==> config.mk <==
export PLATFORM = sky130hd
export DESIGN_NAME = seq_mul_shift_add
export DESIGN_NICKNAME = d
export VERILOG_FILES = /design/src/rtl/seq_mul_shift_add.sv
export SDC_FILE = /design/constraint.sdc
export NUM_CORES = 1
export LEC_CHECK = 0
export CORE_UTILIZATION = 25
export CTS_BUF_LIST = sky130_fd_sc_hd__clkbuf_4
export CTS_CLUSTER_SIZE = 20
export DETAILED_ROUTE_END_ITERATION = 7
export GPL_ROUTABILITY_DRIVEN = 0
export REMOVE_ABC_BUFFERS = 1
export SETUP_SLACK_MARGIN = 0.15
export SLEW_MARGIN = 15
export SYNTH_ARGS = -nofsm -noshare
export SYNTH_HDL_FRONTEND = slang
export SYNTH_SLANG_ARGS = --single-unit
==> constraint.sdc <==
create_clock -name clk -period 2.7 [get_ports clk]
set_input_delay 0.405 -clock clk [delete_from_list [all_inputs] [get_ports clk]]
set_output_delay 0.405 -clock clk [all_outputs]
set_load 0.02 [all_outputs]
==> src/rtl/seq_mul_shift_add.sv <==
// seq_mul_shift_add: N-iteration shift-and-add unsigned multiplier with start/busy/done handshake
module seq_mul_shift_add #(
  parameter int N = 8
) (
  input  logic             clk,
  input  logic             rst,
  input  logic             start,
  input  logic [N-1:0]     a,
  input  logic [N-1:0]     b,
  output logic             busy,
  output logic             done,
  output logic [2*N-1:0]   p
);
  localparam int CW = $clog2(N) + 1;
  typedef enum logic [1:0] {IDLE, RUN, DONE} state_t;
  state_t state, state_n;
  logic [2*N-1:0] acc, mcand, sum;
  logic [N-1:0] mplier;
  logic [CW-1:0] count;
  logic accept, last;
  always_comb begin
    accept  = start && state != RUN;
    last    = state == RUN && count == CW'(N - 1);
    sum     = acc + (mplier[0] ? mcand : '0);
    state_n = accept ? RUN : last ? DONE : state == DONE ? IDLE : state;
    busy    = state == RUN;
    done    = state == DONE;
  end
  always_ff @(posedge clk)
    if (rst) state <= IDLE;
    else state <= state_n;
  always_ff @(posedge clk) begin
    if (rst) begin
      acc    <= '0;
      mcand  <= '0;
      mplier <= '0;
      count  <= '0;
      p      <= '0;
    end else if (accept) begin
      acc    <= '0;
      mcand  <= {{N{1'b0}}, a};
      mplier <= b;
      count  <= '0;
    end else if (state == RUN) begin
      acc    <= sum;
      mcand  <= mcand << 1;
      mplier <= mplier >> 1;
      count  <= count + 1'b1;
      if (last) p <= sum;
    end
  end
endmodule

==> metrics.md, run 1 <==
| Metric | Value |
|---|---|
| Standard-cell rows | 40 |
| Period utilization | 0.907 |
| H-tree lvl count | 3 |
| DIE WIDTH | 115 um |
| Worst clock skew | 12.6 ps |
| Synth Warn # | 0 |
| Netlist cell types | 48 |
| Met3 Usage GRT | 0.0264 |
| CTS tree | built |
| Synth Register Bits | 62 |
| Mean routed wirelength per cell | 13.0 um |
| Status | completed |
| Hold Vio Cnt, Final | 0 |
| Fin nets | 447 |
| Final Util | 0.321 |
| Slew @ Worst Pin | 673 ps |
| Worst Reg-to-Reg Cells | 9 |
| Die ar. | 0.0132 mm2 |
| Post-Place Cell Area | 0.00374 mm2 |
| Initial Util | 0.260 |
| Worst hold path type | register to register |
| Most used DFF post-synth | dfxtp_1 |
| GRT Total Usage | 0.124 |
| Slew headroom | 0.549 |
| Clock root cell | clkbuf_4 |
| Final Hold Slack | 460 ps |
| Final instance area | 0.00392 mm2 |
| CTS sink cnt | 62 |
| Synth-to-Final Area Change | 23.2% |
| Share of layout cells above drive strength 1 | 0.0940 |
| Via count | 2721 |
| Overflow after GRT | 0 |
| DP HPWL | 5300 um |
| Final min period | 2450 ps |
| Worst R2R Setup Slack | 310 ps |
| Worst setup path end | busy |
| Clk_lat worst skew | 440 ps |
| Unrepaired setup endpoints after global routing | no |
| Setup-failing EPs final | 0 |
| 1st-pass router iterations | 4 |
| Max-cap violations | 0 |
| IO Pins | 37 |
| Die H | 115 um |
| Via/cell ratio | 4.66 |
| Post-DRT Antenna Nets | 0 |
| CP Class | register to primary output |
| Met1 Use GR | 0.148 |
| 1st-iter DRT viols | 131 |
| Synth Instances | 378 |
| Asr flop ratio synth | 0 |
| Launching point of the worst reg2reg path | mplier[0] |
| Pin count of the biggest net entering global routing | 59 |
| Power Density | 458 mW/mm2 |
| Post-synth EDFFs | 0 |
| Layer with the highest usage | met2 |
| Critical path endpoint category | primary output |
| Post-CTS Hold Buffers | 0 |
| Req. time, crit path | 2300 ps |
| Final Max Slew Viols | 0 |
| DRC viols | 0 |
| First-pass GRT wire length | 12500 um |
| Worst Setup SP | state[1] |
| Max FO, Critical Path | 25 |
| Leak pwr | 1.52 nW |
| WP data arrival | 2040 ps |
| Routed WL | 7570 um |
| FF-to-FF End | acc[9] |
| Core area | 0.0122 mm2 |
| Peak VDD IR | 160 uV |
| Syn avg cell area | 8.41 um2 |
| Vias in the first global route | 2590 |
| Pwr Total | 1.79 mW |
| Max Fclk | 408 MHz |
| Register area share after synthesis | 0.390 |
| IO buf count | 36 |
| Syn Std Cell Area | 0.00318 mm2 |
| GRT met2 Usage | 0.206 |
| Clock transition at the registers of the reported paths | 110 ps |
| CP startpoint kind | register |
| Antenna violations before repair | 1 |
| Worst-case clock buffer depth | 2 |
| Num CTS Buffers | 9 |
==> cell families after synthesis <==
logic type | Yosys count | share of synthesized area
simple gates | 146 | 0.218
compound gates | 91 | 0.193
flops | 62 | 0.390
buf+inv | 31 | 0.0378
fa+ha+maj | 17 | 0.0693
mux | 16 | 0.0504
xor+xnor | 15 | 0.0413
==> state kept, by name, indices dropped and copies added (netlist names) <==
| signal | flops |
|---|---|
| acc | 16 |
| mplier | 8 |
| state | 2 |
| mcand | 16 |
| count | 4 |
| p | 16 |
==> worst min path at each step <==
| stage | startpoint | end | slack (ps) | cells past startpoint |
|---|---|---|---|---|
| 2_1_floorplan | mcand[15] | mcand[15] | 440 | 2 |
| 3_3_place_gp | mcand[9] | mcand[10] | 450 | 2 |
| 3_5_place_dp | p[5] | p[5] | 450 | 2 |
| 4_1_cts | mcand[7] | mcand[8] | 460 | 2 |
| 5_1_grt | p[5] | p[5] | 480 | 2 |
| 6_report | p[5] | p[5] | 460 | 2 |
==> repair_timing <==
item	CTS	global route
resized for setup	2	7
setup endpoints to repair	2	10
pin swaps	0	2
gates cloned	0	0
buffers inserted	0	0
==> Yosys cell counts (2+ instances only) <==
cell      count  area (um2)
a21o_1        3        22.5
ha_1         16         200
nand3_1       7        35.0
nand4_1       2        12.5
and3_1        3        18.8
nor2_1       31         116
o21ai_0       9        45.0
a21oi_1      39         195
clkbuf_1     15        56.3
o21a_1        3        22.5
a211o_1       2        17.5
xor2_1        6        52.6
buf_1         7        26.3
inv_1         6        22.5
nand2_1      59         221
mux2i_1      16         160
nor3_1       11        55.1
nor3b_1       5        37.5
o21bai_1      2        15.0
and2_1       17         106
xnor2_1       9        78.8
dfxtp_1      62        1240
buf_2         3        15.0
a211oi_1     19         143
nor4b_1       3        26.3
==> stage by stage <==
stage	worst slack (ps)	std cells	TNS (ps)
after floorplan	-690	353	-9530
after global placement	262	568	0
after detailed placement	226	568	0
after CTS	188	583	0
after global routing	154	584	0
final	252	584	0
==> placed cells by master (no fill, tap or decap), drive strengths merged, types with 9 or more instances in the layout <==
master,netlist,layout
clkdlybuf4s50,0,36
nor2,31,31
dfxtp,62,62
xnor2,9,9
mux2i,16,16
o21ai,10,10
and2,17,17
nor3,11,11
clkbuf,15,10
a21oi,39,39
buf,10,11
ha,16,16
nand2,60,60
a211oi,20,20
==> area by class of cell <==
cell class              count  area [um2]
diodes                      1        2.50
clock buffers              10        75.1
clock inverters             5        51.3
fillers                  1330        8290
inverters                   6        22.5
multi-input cells         285        1870
flip-flops and latches     62        1240
well taps                 168         210
repair buffers             47         447
==> worst max-delay path, stage by stage, from the launching register on <==
cell and delay (ps):
dfxtp_1 330, nand2b_2 180, inv_1 170, buf_6 260
clkdlybuf4s50_1 650
==> layer usage <==
layer | vias up | share of wire
li1 | 1398 | -
met1 | 1264 | 0.47
met2 | 49 | 0.48
met3 | 10 | 0.033
met4 | 0 | 0.024
met5 | - | 0
==> report_power, final <==
| part | internal (mW) | switching (mW) |
|---|---|---|
| clock | 0.281 | 0.357 |
| combinational | 0.0824 | 0.112 |
| sequential | 0.942 | 0.0178 |
Power figures use the tool's default switching activity.
==> run 2: changes to the inputs <==
--- a/config.mk
+++ b/config.mk
@@ -10,6 +10,7 @@
 export CTS_CLUSTER_SIZE = 20
 export DETAILED_ROUTE_END_ITERATION = 7
 export GPL_ROUTABILITY_DRIVEN = 0
+export GPL_TIMING_DRIVEN = 0
 export REMOVE_ABC_BUFFERS = 1
 export SETUP_SLACK_MARGIN = 0.15
 export SLEW_MARGIN = 15
==> metrics.md, run 2 (synthesized netlist as in run 1, its figures left out) <==
| Metric | Value |
|---|---|
| Slew headroom | 0.216 (-0.334) |
| Post-Place Cell Area | 0.00370 mm2 (-1.1%) |
| Final Hold Slack | 301 ps (-159 ps) |
| FF-to-FF End | p[8] |
| Status | completed |
| Post-DRT Antenna Nets | 0 (unchanged) |
| DRC viols | 0 (unchanged) |
| Hold_sp | rst |
| Top flop regs | acc (16), mcand (16), p (16) |
| Clock root cell | clkbuf_4 |
| CTS tree | built |
| Min setup slack post-route | 301 ps (+48.7 ps) |
| Num CTS Buffers | 9 (unchanged) |
| Via/cell ratio | 4.72 (+1.3%) |
| Routed WL | 7840 um (+3.5%) |
| Critical path endpoint category | register |
| Final Max Slew Viols | 0 (unchanged) |
| Period utilization | 0.889 (-0.0180) |
| Worst-case clock buffer depth | 2 (unchanged) |
| Leak pwr | 1.50 nW (-1.6%) |
| WP data arrival | 2710 ps (+670 ps) |
| Worst R2R Setup Slack | 300 ps (about the same) |
| Final std cells w/o fill | 583 (-0.17%) |
| Die H | 115 um (unchanged) |
| Pin count of the biggest net entering global routing | 44 (-25%) |
| Placed cells | 559 (-1.6%) |
| Hold Vio Cnt, Final | 0 (unchanged) |
| Worst hold path type | primary input to register |
| Fin nets | 447 (unchanged) |
| Post-CTS Hold Buffers | 0 (unchanged) |
| Power Density | 425 mW/mm2 (-7.0%) |
| Req. time, crit path | 3010 ps (+710 ps) |
| IO buf count | 36 (unchanged) |
| Pwr Total | 1.66 mW (-7.2%) |
| Setup-failing EPs final | 0 (unchanged) |
| 1st-pass router iterations | 4 (unchanged) |
| Antenna violations before repair | 1 (unchanged) |
| Unrepaired setup endpoints after global routing | no |
| Standard-cell rows | 40 (unchanged) |
| Most common cell after layout, fill and taps aside | dfxtp_1 |
| Final instance area | 0.00391 mm2 (-0.22%) |
| DIE WIDTH | 115 um (unchanged) |
| Clk_lat worst skew | 420 ps (-20 ps) |
| 1st-iter DRT viols | 99 (-24%) |
| Synth-to-Final Area Change | 22.9% |
| Die ar. | 0.0132 mm2 (unchanged) |
| Worst clock skew | 13.4 ps (+0.728 ps) |
| Peak VDD IR | 144 uV (-10%) |
| Max Fclk | 417 MHz (+2.0%) |
| Launching point of the worst reg2reg path | mplier[0] |
| Vias in the first global route | 2665 (+2.9%) |
| IO Pins | 37 (unchanged) |
| GRT Total Usage | 0.126 (+0.00179) |
| CP Class | register to register |
| First-pass GRT wire length | 12800 um (+2.3%) |
| Most frequent cells in the layout | 61 x dfxtp_1, 59 x nand2_1, 37 x a21oi_1 |
| Final min period | 2400 ps (-48.7 ps) |
| Slew @ Worst Pin | 1170 ps (+500 ps) |
| Overflow after GRT | 0 (unchanged) |
| Initial Util | 0.260 (unchanged) |
| Fillers | 1284 (-3.5%) |
| Final Util | 0.320 (-0.000717) |
| Max FO, Critical Path | 17 (-32%) |
| Worst Reg-to-Reg Cells | 9 (unchanged) |
| Mean routed wirelength per cell | 13.4 um (+3.7%) |
| Worst Setup SP | mplier[0] |
| DP HPWL | 4930 um (-6.9%) |
| CTS sink cnt | 62 (unchanged) |
| H-tree lvl count | 3 (unchanged) |
| Via count | 2751 (+1.1%) |
| CP startpoint kind | register |
| Clock transition at the registers of the reported paths | 90 ps (-20 ps) |
| WHS Endpoint | p[8] |
| Share of layout cells above drive strength 1 | 0.0918 (-0.00219) |
| Core area | 0.0122 mm2 (unchanged) |
| Setup_tns | 0 ps (unchanged) |
| Max-cap violations | 0 (unchanged) |
| Post-place setup slack | -967 ps (-1190 ps) |
| Hold path depth | 2 (unchanged) |
run 2: cell types whose count changed in the layout (fill, tap and decap cells not counted), sizes merged:
cell / before / now
nand4b: 1 / 2
bufinv: 1 / 0
clkinvlp: 1 / 2
buf: 11 / 10
inv: 6 / 5
clkdlybuf4s50: 36 / 35
clkinv: 3 / 4
run 2: cell type report:
| cell class | instances | area (um2) | share of cell area |
|---|---|---|---|
| repair buffers | 45 | 448 | 0.115 |
| diodes | 1 | 2.50 | 0.000640 |
| clock inverters | 4 | 16.3 | 0.00416 |
| repair inverters | 1 | 5.00 | 0.00128 |
| well taps | 168 | 210 | 0.0538 |
| inverters | 6 | 26.3 | 0.00672 |
| clock buffers | 10 | 75.1 | 0.0192 |
| flip-flops and latches | 62 | 1240 | 0.319 |
| multi-input cells | 286 | 1880 | 0.481 |
run 2: how the worst max path moves through the flow:
stage | end | slack, ps | cells past startpoint
4_1_cts | p[8] | 170 | 9
3_3_place_gp | p[12] | -2040 | 7
6_report | p[8] | 300 | 9
5_1_grt | acc[9] | 150 | 8
2_1_floorplan | p[12] | -690 | 7
3_5_place_dp | p[12] | -970 | 7
run 2: power by group:
part | switching (mW) | internal [mW] | leakage (nW)
Sequential | 0.0231 | 0.942 | 0.504
Combinational | 0.109 | 0.0830 | 0.940
Clock | 0.327 | 0.179 | 0.0546
Total | 0.459 | 1.20 | 1.50
run 2: per-layer routing:
layer	share of wire	track usage
met4	0.020	0.0719
met2	0.48	0.206
met3	0.041	0.0242
met5	0	0
met1	0.46	0.154
run 2: repair_timing:
item	4_1_cts	5_1_grt
buffers inserted	7	0
setup endpoints to repair	25	13
gates cloned	2	0
pin swaps	1	2
gates resized for setup	6	5
run 2: worst max-delay path, cell delays in order, from the launching register on:
cell	delay (ps)
dfxtp_4	410
and2_1	150
ha_1	210
fa_2	380
a21oi_4	190
o221ai_4	170
a211oi_2	280
o21ai_0	130
nor3b_1	160
o21ba_2	210
